`src/rtl/barrel_rot_pkg.sv`:
```
// Shared definitions for the pipelined barrel rotator/shifter: mode encodings
// and the per-stage control payload carried alongside the data word.
package barrel_rot_pkg;

  localparam logic [1:0] ROT_ROR = 2'b00;
  localparam logic [1:0] ROT_ROL = 2'b01;
  localparam logic [1:0] ROT_LSR = 2'b10;
  localparam logic [1:0] ROT_ASR = 2'b11;

  // fill is the operand MSB captured at input, so ASR sign-fills correctly in every layer
  typedef struct packed {
    logic [1:0] mode;
    logic       fill;
  } rot_ctrl_t;

  localparam rot_ctrl_t ROT_CTRL_CLR = '{mode: 2'b00, fill: 1'b0};

endpackage

```
`src/rtl/barrel_rot_pipe_if.sv`:
```
// Streaming bus of barrel_rot_pipe: input word channel and result channel.
// Optional macro BARREL_ROT_CARRY_EN adds the out_carry result bit.
interface barrel_rot_pipe_if #(
  parameter int DATA_W = 8
);
  localparam int SH_W = $clog2(DATA_W);

  logic              in_valid;
  logic              in_ready;
  logic [DATA_W-1:0] in_data;
  logic [SH_W-1:0]   in_amt;
  logic [1:0]        in_mode;
  logic              out_valid;
  logic              out_ready;
  logic [DATA_W-1:0] out_data;
  logic              out_zero;
`ifdef BARREL_ROT_CARRY_EN
  logic              out_carry;

  modport master (
    output in_valid, in_data, in_amt, in_mode, out_ready,
    input  in_ready, out_valid, out_data, out_zero, out_carry
  );

  modport slave (
    input  in_valid, in_data, in_amt, in_mode, out_ready,
    output in_ready, out_valid, out_data, out_zero, out_carry
  );
`else
  modport master (
    output in_valid, in_data, in_amt, in_mode, out_ready,
    input  in_ready, out_valid, out_data, out_zero
  );

  modport slave (
    input  in_valid, in_data, in_amt, in_mode, out_ready,
    output in_ready, out_valid, out_data, out_zero
  );
`endif

endinterface

```
`src/rtl/barrel_rot_stage.sv`:
```
// One registered 2:1 mux layer of the barrel pipeline: shifts by 2^STAGE when
// amount bit STAGE is set, with its own valid bit and load/advance logic.
module barrel_rot_stage
  import barrel_rot_pkg::*;
#(
  parameter int DATA_W = 8,
  parameter int SH_W   = $clog2(DATA_W),
  parameter int STAGE  = 0
) (
  input  logic              clk,
  input  logic              rst_n,
  input  logic              en,
  input  logic              valid_in,
  input  logic [DATA_W-1:0] data_in,
  input  logic [SH_W-1:0]   amt_in,
  input  rot_ctrl_t         ctrl_in,
`ifdef BARREL_ROT_CARRY_EN
  input  logic              carry_in,
  output logic              carry,
`endif
  input  logic              down_ready,
  output logic              ready,
  output logic              valid,
  output logic [DATA_W-1:0] data,
  output logic [SH_W-1:0]   amt,
  output rot_ctrl_t         ctrl,
  output logic              zero
);

  localparam int SHIFT = 1 << STAGE;
  localparam logic [DATA_W-1:0] FILL_MASK = ~({DATA_W{1'b1}} >> SHIFT);

  logic              valid_r;
  logic [DATA_W-1:0] data_r;
  logic [SH_W-1:0]   amt_r;
  rot_ctrl_t         ctrl_r;
  logic              zero_r;
  logic [DATA_W-1:0] layer_s;
  logic [DATA_W-1:0] next_s;
  logic [SH_W-1:0]   amt_s;

  // An empty stage loads even when downstream is stalled, so bubbles collapse
  assign ready = en & (~valid_r | down_ready);

  // Mux layer: full 2^STAGE shift per mode, selected by this stage's amount bit
  always_comb begin
    layer_s = data_in;
    case (ctrl_in.mode)
      ROT_ROR: layer_s = (data_in >> SHIFT) | (data_in << (DATA_W - SHIFT));
      ROT_ROL: layer_s = (data_in << SHIFT) | (data_in >> (DATA_W - SHIFT));
      ROT_LSR: layer_s = data_in >> SHIFT;
      ROT_ASR: layer_s = (data_in >> SHIFT) | (ctrl_in.fill ? FILL_MASK : {DATA_W{1'b0}});
      default: layer_s = data_in;
    endcase
    if (amt_in[STAGE]) begin
      next_s = layer_s;
    end else begin
      next_s = data_in;
    end
    amt_s        = amt_in;
    amt_s[STAGE] = 1'b0;
  end

`ifdef BARREL_ROT_CARRY_EN
  logic carry_r;
  logic carry_s;

  // Shifts report the last bit dropped; rotations report the bit that wrapped last
  always_comb begin
    carry_s = carry_in;
    if (amt_in[STAGE]) begin
      case (ctrl_in.mode)
        ROT_ROR: carry_s = layer_s[DATA_W-1];
        ROT_ROL: carry_s = layer_s[0];
        default: carry_s = data_in[SHIFT-1];
      endcase
    end else begin
      carry_s = carry_in;
    end
  end

  // Carry register moves in lockstep with the data register
  always_ff @(posedge clk) begin
    if (!rst_n) begin
      carry_r <= 1'b0;
    end else if (ready) begin
      carry_r <= carry_s;
    end
  end

  assign carry = carry_r;
`endif

  // Stage payload register; holds whenever the stage does not load
  always_ff @(posedge clk) begin
    if (!rst_n) begin
      valid_r <= 1'b0;
      data_r  <= {DATA_W{1'b0}};
      amt_r   <= {SH_W{1'b0}};
      ctrl_r  <= ROT_CTRL_CLR;
      zero_r  <= 1'b0;
    end else if (ready) begin
      valid_r <= valid_in;
      data_r  <= next_s;
      amt_r   <= amt_s;
      ctrl_r  <= ctrl_in;
      zero_r  <= (next_s == {DATA_W{1'b0}});
    end
  end

  assign valid = valid_r;
  assign data  = data_r;
  assign amt   = amt_r;
  assign ctrl  = ctrl_r;
  assign zero  = zero_r;

endmodule

```
`src/rtl/barrel_rot_pipe.sv`:
```
// Pipelined DATA_W-bit rotate/shift unit (ROR/ROL/LSR/ASR), one stage per amount bit,
// valid/ready flow control. Optional macro BARREL_ROT_CARRY_EN adds out_carry.
module barrel_rot_pipe
  import barrel_rot_pkg::*;
#(
  parameter int DATA_W = 8
) (
  input logic                clk,
  input logic                rst_n,
  input logic                en,
  barrel_rot_pipe_if.slave   bus
);

  localparam int SH_W = $clog2(DATA_W);

  logic              valid_c [SH_W+1];
  logic              ready_c [SH_W+1];
  logic [DATA_W-1:0] data_c  [SH_W+1];
  logic [SH_W-1:0]   amt_c   [SH_W+1];
  rot_ctrl_t         ctrl_c  [SH_W+1];
  logic              zero_c  [SH_W];
`ifdef BARREL_ROT_CARRY_EN
  logic              carry_c [SH_W+1];

  assign carry_c[0]    = 1'b0;
  assign bus.out_carry = carry_c[SH_W];
`endif

  assign valid_c[0]  = bus.in_valid;
  assign data_c[0]   = bus.in_data;
  assign amt_c[0]    = bus.in_amt;
  assign ctrl_c[0]   = '{mode: bus.in_mode, fill: bus.in_data[DATA_W-1]};
  assign ready_c[SH_W] = bus.out_ready;
  assign bus.in_ready  = ready_c[0];

  // The last stage's registers are the output registers
  assign bus.out_valid = valid_c[SH_W];
  assign bus.out_data  = data_c[SH_W];
  assign bus.out_zero  = zero_c[SH_W-1];

  for (genvar k = 0; k < SH_W; k++) begin : g_stage
    barrel_rot_stage #(
      .DATA_W (DATA_W),
      .SH_W   (SH_W),
      .STAGE  (k)
    ) u_stage (
      .clk        (clk),
      .rst_n      (rst_n),
      .en         (en),
      .valid_in   (valid_c[k]),
      .data_in    (data_c[k]),
      .amt_in     (amt_c[k]),
      .ctrl_in    (ctrl_c[k]),
`ifdef BARREL_ROT_CARRY_EN
      .carry_in   (carry_c[k]),
      .carry      (carry_c[k+1]),
`endif
      .down_ready (ready_c[k+1]),
      .ready      (ready_c[k]),
      .valid      (valid_c[k+1]),
      .data       (data_c[k+1]),
      .amt        (amt_c[k+1]),
      .ctrl       (ctrl_c[k+1]),
      .zero       (zero_c[k])
    );
  end

endmodule

```
`src/flat_wrapper.sv`:
```
// flat-port wrapper written by rule: the top's interface ports become plain ports
module barrel_rot_pipe_flat import barrel_rot_pkg::*;
#(
  parameter int DATA_W = 8
)
  (clk, rst_n, en, bus_in_valid, bus_in_data, bus_in_amt, bus_in_mode, bus_out_ready, bus_in_ready, bus_out_valid, bus_out_data, bus_out_zero);
  barrel_rot_pipe_if #(.DATA_W(DATA_W)) bus_i ();
  input logic clk;
  input logic rst_n;
  input logic en;
  input wire logic [$bits(bus_i.in_valid)-1:0] bus_in_valid;
  input wire logic [$bits(bus_i.in_data)-1:0] bus_in_data;
  input wire logic [$bits(bus_i.in_amt)-1:0] bus_in_amt;
  input wire logic [$bits(bus_i.in_mode)-1:0] bus_in_mode;
  input wire logic [$bits(bus_i.out_ready)-1:0] bus_out_ready;
  output wire logic [$bits(bus_i.in_ready)-1:0] bus_in_ready;
  output wire logic [$bits(bus_i.out_valid)-1:0] bus_out_valid;
  output wire logic [$bits(bus_i.out_data)-1:0] bus_out_data;
  output wire logic [$bits(bus_i.out_zero)-1:0] bus_out_zero;
  assign bus_i.in_valid = bus_in_valid;
  assign bus_i.in_data = bus_in_data;
  assign bus_i.in_amt = bus_in_amt;
  assign bus_i.in_mode = bus_in_mode;
  assign bus_i.out_ready = bus_out_ready;
  assign bus_in_ready = bus_i.in_ready;
  assign bus_out_valid = bus_i.out_valid;
  assign bus_out_data = bus_i.out_data;
  assign bus_out_zero = bus_i.out_zero;
  barrel_rot_pipe #(.DATA_W(DATA_W)) u_core (.clk(clk), .rst_n(rst_n), .en(en), .bus(bus_i));
endmodule
```
`config.mk`:
```
export PLATFORM = sky130hd
export DESIGN_NAME = barrel_rot_pipe_flat
export DESIGN_NICKNAME = d
export VERILOG_FILES = /design/src/rtl/barrel_rot_pkg.sv /design/src/rtl/barrel_rot_pipe_if.sv /design/src/rtl/barrel_rot_stage.sv /design/src/rtl/barrel_rot_pipe.sv /design/src/flat_wrapper.sv
export SDC_FILE = /design/constraint.sdc
export NUM_CORES = 1
export LEC_CHECK = 0
export ABC_AREA = 1
export CORE_MARGIN = 3
export CORE_UTILIZATION = 43
export CTS_BUF_LIST = sky130_fd_sc_hd__clkbuf_2
export CTS_CLUSTER_SIZE = 10
export DETAILED_ROUTE_END_ITERATION = 12
export PLACE_DENSITY_LB_ADDON = 0.1
export SLEW_MARGIN = 25
export SYNTH_ARGS = -nofsm -noshare
export SYNTH_HDL_FRONTEND = slang
export SYNTH_SLANG_ARGS = --single-unit
```
`constraint.sdc`:
```
create_clock -name clk -period 1.5 [get_ports clk]
set_input_delay 0.375 -clock clk [delete_from_list [all_inputs] [get_ports clk]]
set_output_delay 0.375 -clock clk [all_outputs]
set_load 0.03 [all_outputs]
```
# == Word level (Yosys, flattened, before mapping) ==
# Index checks and enable logic that the tools add are counted.
# totals
register_bits,37
out_inout_bits,11
inputBits,18
elab_cells,53
# op_classes
n_bitwise,17
reduce_logical,5
mux,9
eq_ne,9
# op_table
op,count
one-hot mux 8 bit (4 select lines),2
2-to-1 mux 8 bit,6
one-hot mux 8 bit (3 select lines),1
OR 6 x 8 -> 8 bit,2
OR 7 x 8 -> 8 bit,2
== test 2 bit (second input constant),6
logical NOT 8 bit,1
OR 4 x 8 -> 8 bit,1
OR 8 x 1 -> 8 bit,1
OR 8 x 2 -> 8 bit,1
OR 8 x 4 -> 8 bit,1
== test 2 x 1 -> 1 bit (second input constant),3
logical NOT 2 bit,3
AND 1 bit,3
NOT 1 bit,3
OR 1 bit,3
OR reduction 2 bit,1

# == Depth between registers and ports, before layout ==
# logic_depth
ltp_word,7
ltp_mapped,8
depth_no_buf,8

# == By module ==
# Synthesis repeated with hierarchy kept, for this count alone.
# unflattened
hier_cells,335
area_unflattened_um2,2323.5
# by_module_without_submodules
mod,area_each_um2,instances,cells_per_inst,seq_area_each_um2
barrel_rot_stage (u_core.g_stage[0].u_stage),808.3,1,119,300.3
barrel_rot_stage (u_core.g_stage[1].u_stage),800.8,1,117,300.3
barrel_rot_stage (u_core.g_stage[2].u_stage),714.4,1,99,300.3

# == Worst setup path after synthesis ==
# No wires, ideal clock.
# synth_path
kind,flip-flop to output port
from,register u_core.g_stage[2].u_stage.valid_r
to,output port bus_in_ready
path_slack_ns,0.052
stages_incl_launch_ff,5
t_arrival_ns,1.073
required_time_ns,1.125
n_path_buf,1
path_cell_list,dfxtp_1 > inv_1 > nor2_1 > a31oi_4 > buf_6
# synth_via
elab_chain_len,7
# synth_rtl
element,line_no,source
from (decl),barrel_rot_stage.sv:33,logic valid_r;
from (signal assigned),barrel_rot_stage.sv:103,valid_r <= valid_in;
NOT 1 bit,barrel_rot_stage.sv:43,assign ready = en & (~valid_r | down_ready);
OR 1 bit,barrel_rot_stage.sv:43,
AND 1 bit,barrel_rot_stage.sv:43,
OR 1 bit,barrel_rot_stage.sv:43,
AND 1 bit,barrel_rot_stage.sv:43,
OR 1 bit,barrel_rot_stage.sv:43,
AND 1 bit,barrel_rot_stage.sv:43,
to (decl),flat_wrapper.sv:16,output wire logic [$bits(bus_i.in_ready)-1:0] bus_in_ready;
# Every way passes these cells.

# == Worst setup path in the final report ==
# Same ends and word-level chain as after synthesis.

==> impl_metrics.tcl <==
set metrics [dict create \
    syn_inst 261 \
    hp-class "input pin to register" \
    num_vias 1717 \
    htree_levels 2 \
    worst_pin_slew_ps 368.1 \
    p_clk_share_pct 22.4 \
    status "finished, violations left" \
    synth_warnings 0 \
    syn_area_per_cell_um2 7.215 \
    area.growth.synth_to_final_pct 17.41 \
    io_buffer_count 28 \
    fp.dieW_um 72.18 \
    wl_per_cell_um 12.03 \
    syn_nets 279 \
    grt_max_degree 25 \
    final_common_cell "a21oi_1" \
    cpPeakStageDelay_ps 360 \
    drtIter0Drc 97 \
    power.internal_w 0.001356 \
    crit_type "register to output port" \
    gp_congestion 0.8411 \
    wl_mm 4.114 \
    slowest_stage "dfxtp_2" \
    setup_ws_ps -49.61 \
    cts_sinks 37 \
    cellPowerDensity_nw_per_um2 904.9 \
    final_nets 309 \
    synth.top_cell.area_share_pct 39.34 \
    cp_top_family "flip-flops" \
    timing.fmax_ghz 0.6453 \
    whs_ps 471.1 \
    antenna_found_initial 0 \
    postPlaceCellArea_um2 2191 \
    violations "negative setup slack" \
    nFillCells 433 \
    grt_pass1_vias 1482 \
    drt-vias-per-instance 5.020 \
    clk_latency_ps 400 \
    rows 23 \
    die_h_um 72.18 \
    die_area_um2 5209 \
    rsz0062_at_grt "yes" \
    grt_overflow 0 \
    leakagePower_nw 0.9537 \
    cap_viol_max_count 0 \
    ant_nets 0 \
    cp-end-kind "output port" \
    multi_input_area_um2 902.1 \
    clk_pin_slew_worst_paths_ps 190 \
    ioPinCount 29 \
    pwr-share-seq_pct 55.4 \
    cts_tree "yes" \
    cts_made_buffers 5 \
    path_buf_inv 2 \
    crit_arrival_ps 1170 \
    required_ps 1120 \
    drv_slew 0 \
    dpl.hpwl_mm 3.049 \
    synth_area_leaders "dfxtp_1 (39%), a21oi_1 (12%), o21ai_0 (10%)" \
    path_cells "inv_2 -> nor2_4 -> a31oi_4 -> buf_6" \
    critical_path_peak_fanout 2 \
    p_sw_w 0.0006446 \
    syn_area_um2 1883 \
    final_cell_mix "a21oi_1 (46), o21ai_0 (39), nand2_1 (35), dfxtp_1 (35), inv_1 (23)" \
    drcViolationCount 0 \
    seqCellArea_um2 743.2 \
    stdcell_area_um2 2211 \
    diodes 0 \
    grt_pass1_wl_mm 6.920 \
    core_area_um2 4115 \
    hold_viol 0 \
    grt_usage_pct 16.84 \
    root_buffer "clkbuf_2" \
    cts_buffer_depth 2 \
    clock_skew_ps 27.53 \
    ys_types 25 \
    start_util_pct 45.76 \
    finalSetupViolations 2 \
    yosys.area.top_type "dfxtp_1" \
    comb_power_share_pct 22.2 \
    yosysSeqAreaShare_pct 39.34 \
    drtPass1Iterations 4 \
    ir_drop_mv 0.3695 \
    synth-seq-cells 37 \
    drive_gt1_share_pct 18.15 \
    start_kind "register" \
    slew_headroom_pct 75.40 \
    timing.final.crit_period_ps 1550 \
    swShare_pct 32.22 \
    min_period_over_period_pct 103.3 \
]
==> routing by layer <==
layer	wire length, um	track usage (%)	vias up
met4	61	5.637	0
met5	0	0	-
met2	1765	24.47	38
met1	2103	24.23	743
met3	184	4.155	6
li1	-	-	930
==> cell usage after synthesis <==
| library cell | instances |
|---|---|
| a21oi_1 | 46 |
| o21ai_0 | 39 |
| dfxtp_1 | 37 |
| nand2_1 | 35 |
| inv_1 | 24 |
| nor2_1 | 20 |
| buf_4 | 9 |
| nand3_1 | 9 |
| nor3_2 | 6 |
| o21ai_1 | 6 |
| buf_6 | 4 |
| inv_2 | 4 |
| o211ai_1 | 4 |
| buf_2 | 3 |
| clkbuf_1 | 3 |
| a211oi_1 | 2 |
| nand2_2 | 2 |
| a21boi_0 | 1 |
| a31oi_4 | 1 |
| buf_1 | 1 |
| nor2_4 | 1 |
| nor3_1 | 1 |
| o211a_1 | 1 |
| o21ai_2 | 1 |
| or2_2 | 1 |
==> tightest hold or removal path, delay by kind of cell <==
| kind | cells | cell delay [ps] |
|---|---|---|
| AND/OR/NAND/NOR | 1 | 60 |
| AO/OA/AOI/OAI | 2 | 150 |
| buffers and inverters | 1 | 260 |
==> through the flow <==
| stage | power [W] | std cells | util, % | TNS (ps) | setup slack (ps) |
|---|---|---|---|---|---|
| after floorplan | 0.001437 | 261 | - | 0 | 51.82 |
| after global placement | 0.001583 | 332 | 53.24 | -6231 | -232.5 |
| after detailed placement | 0.001586 | 332 | 53.24 | -6558 | -251.9 |
| after CTS | 0.002036 | 342 | 54.94 | -184.1 | -118.8 |
| after global routing | 0.002138 | 342 | 53.72 | -238.7 | -127.7 |
| final | 0.002001 | 342 | 53.72 | -82.54 | -49.61 |
==> cell type report <==
class	count	area share, %
multi-input cells	176	40.80
flip-flops and latches	37	33.62
repair buffers	43	16.19
inverters	28	4.754
well taps	50	2.830
clock buffers	6	1.358
clock inverters	2	0.4527
==> sequential cells by signal (all words and copies together) (netlist names) <==
register / count
u_core.g_stage.u_stage.data: 24
u_core.g_stage.u_stage.ctrl: 6
u_core.g_stage.u_stage.amt: 3
u_core.g_stage.u_stage.valid: 3
u_core.g_stage.u_stage.zero: 1
==> power groups by stage <==
stage	clock, W	sequential, W	combinational, W
3_5_place_dp	0	0.00113	0.000457
6_report	0.000448	0.00111	0.000443
4_1_cts	0.000470	0.00111	0.000456
5_1_grt	0.000513	0.00112	0.000503
2_1_floorplan	0	0.00112	0.000320
3_3_place_gp	0	0.00113	0.000455
==> path summary, 6_finish.rpt <==
check | startpoint | end | slack (ps) | cells past startpoint
setup / recovery | u_core.g_stage[2].u_stage.valid$_SDFFE_PN0P_ | bus_in_ready | -50 | 4
hold / removal | en | u_core.g_stage[2].u_stage.zero$_SDFFE_PN0P_ | 470 | 4
setup reg to reg | u_core.g_stage[2].u_stage.valid$_SDFFE_PN0P_ | u_core.g_stage[1].u_stage.data[2]$_SDFFE_PN0P_ | 110 | 8
hold reg to reg | u_core.g_stage[0].u_stage.amt[2]$_SDFFE_PN0P_ | u_core.g_stage[0].u_stage.amt[2]$_SDFFE_PN0P_ | 470 | 2
==> logic make-up (layout without fill, tap and decap cells) <==
logic type | Yosys count | count (layout) | share of synthesized area [%]
compound gates | 101 | 101 | 29.10
simple gates | 75 | 75 | 18.41
buf+inv | 48 | 79 | 13.16
flops | 37 | 37 | 39.34
==> what timing repair did <==
| action | 4_1_cts | 5_1_grt |
|---|---|---|
| pin swaps | 1 | 1 |
| hold buffers | 0 | 0 |
| setup endpoints to repair | 11 | 12 |
| setup buffers | 2 | 0 |
| gates resized for setup | 34 | 20 |
(Power assumes the default switching activity.)
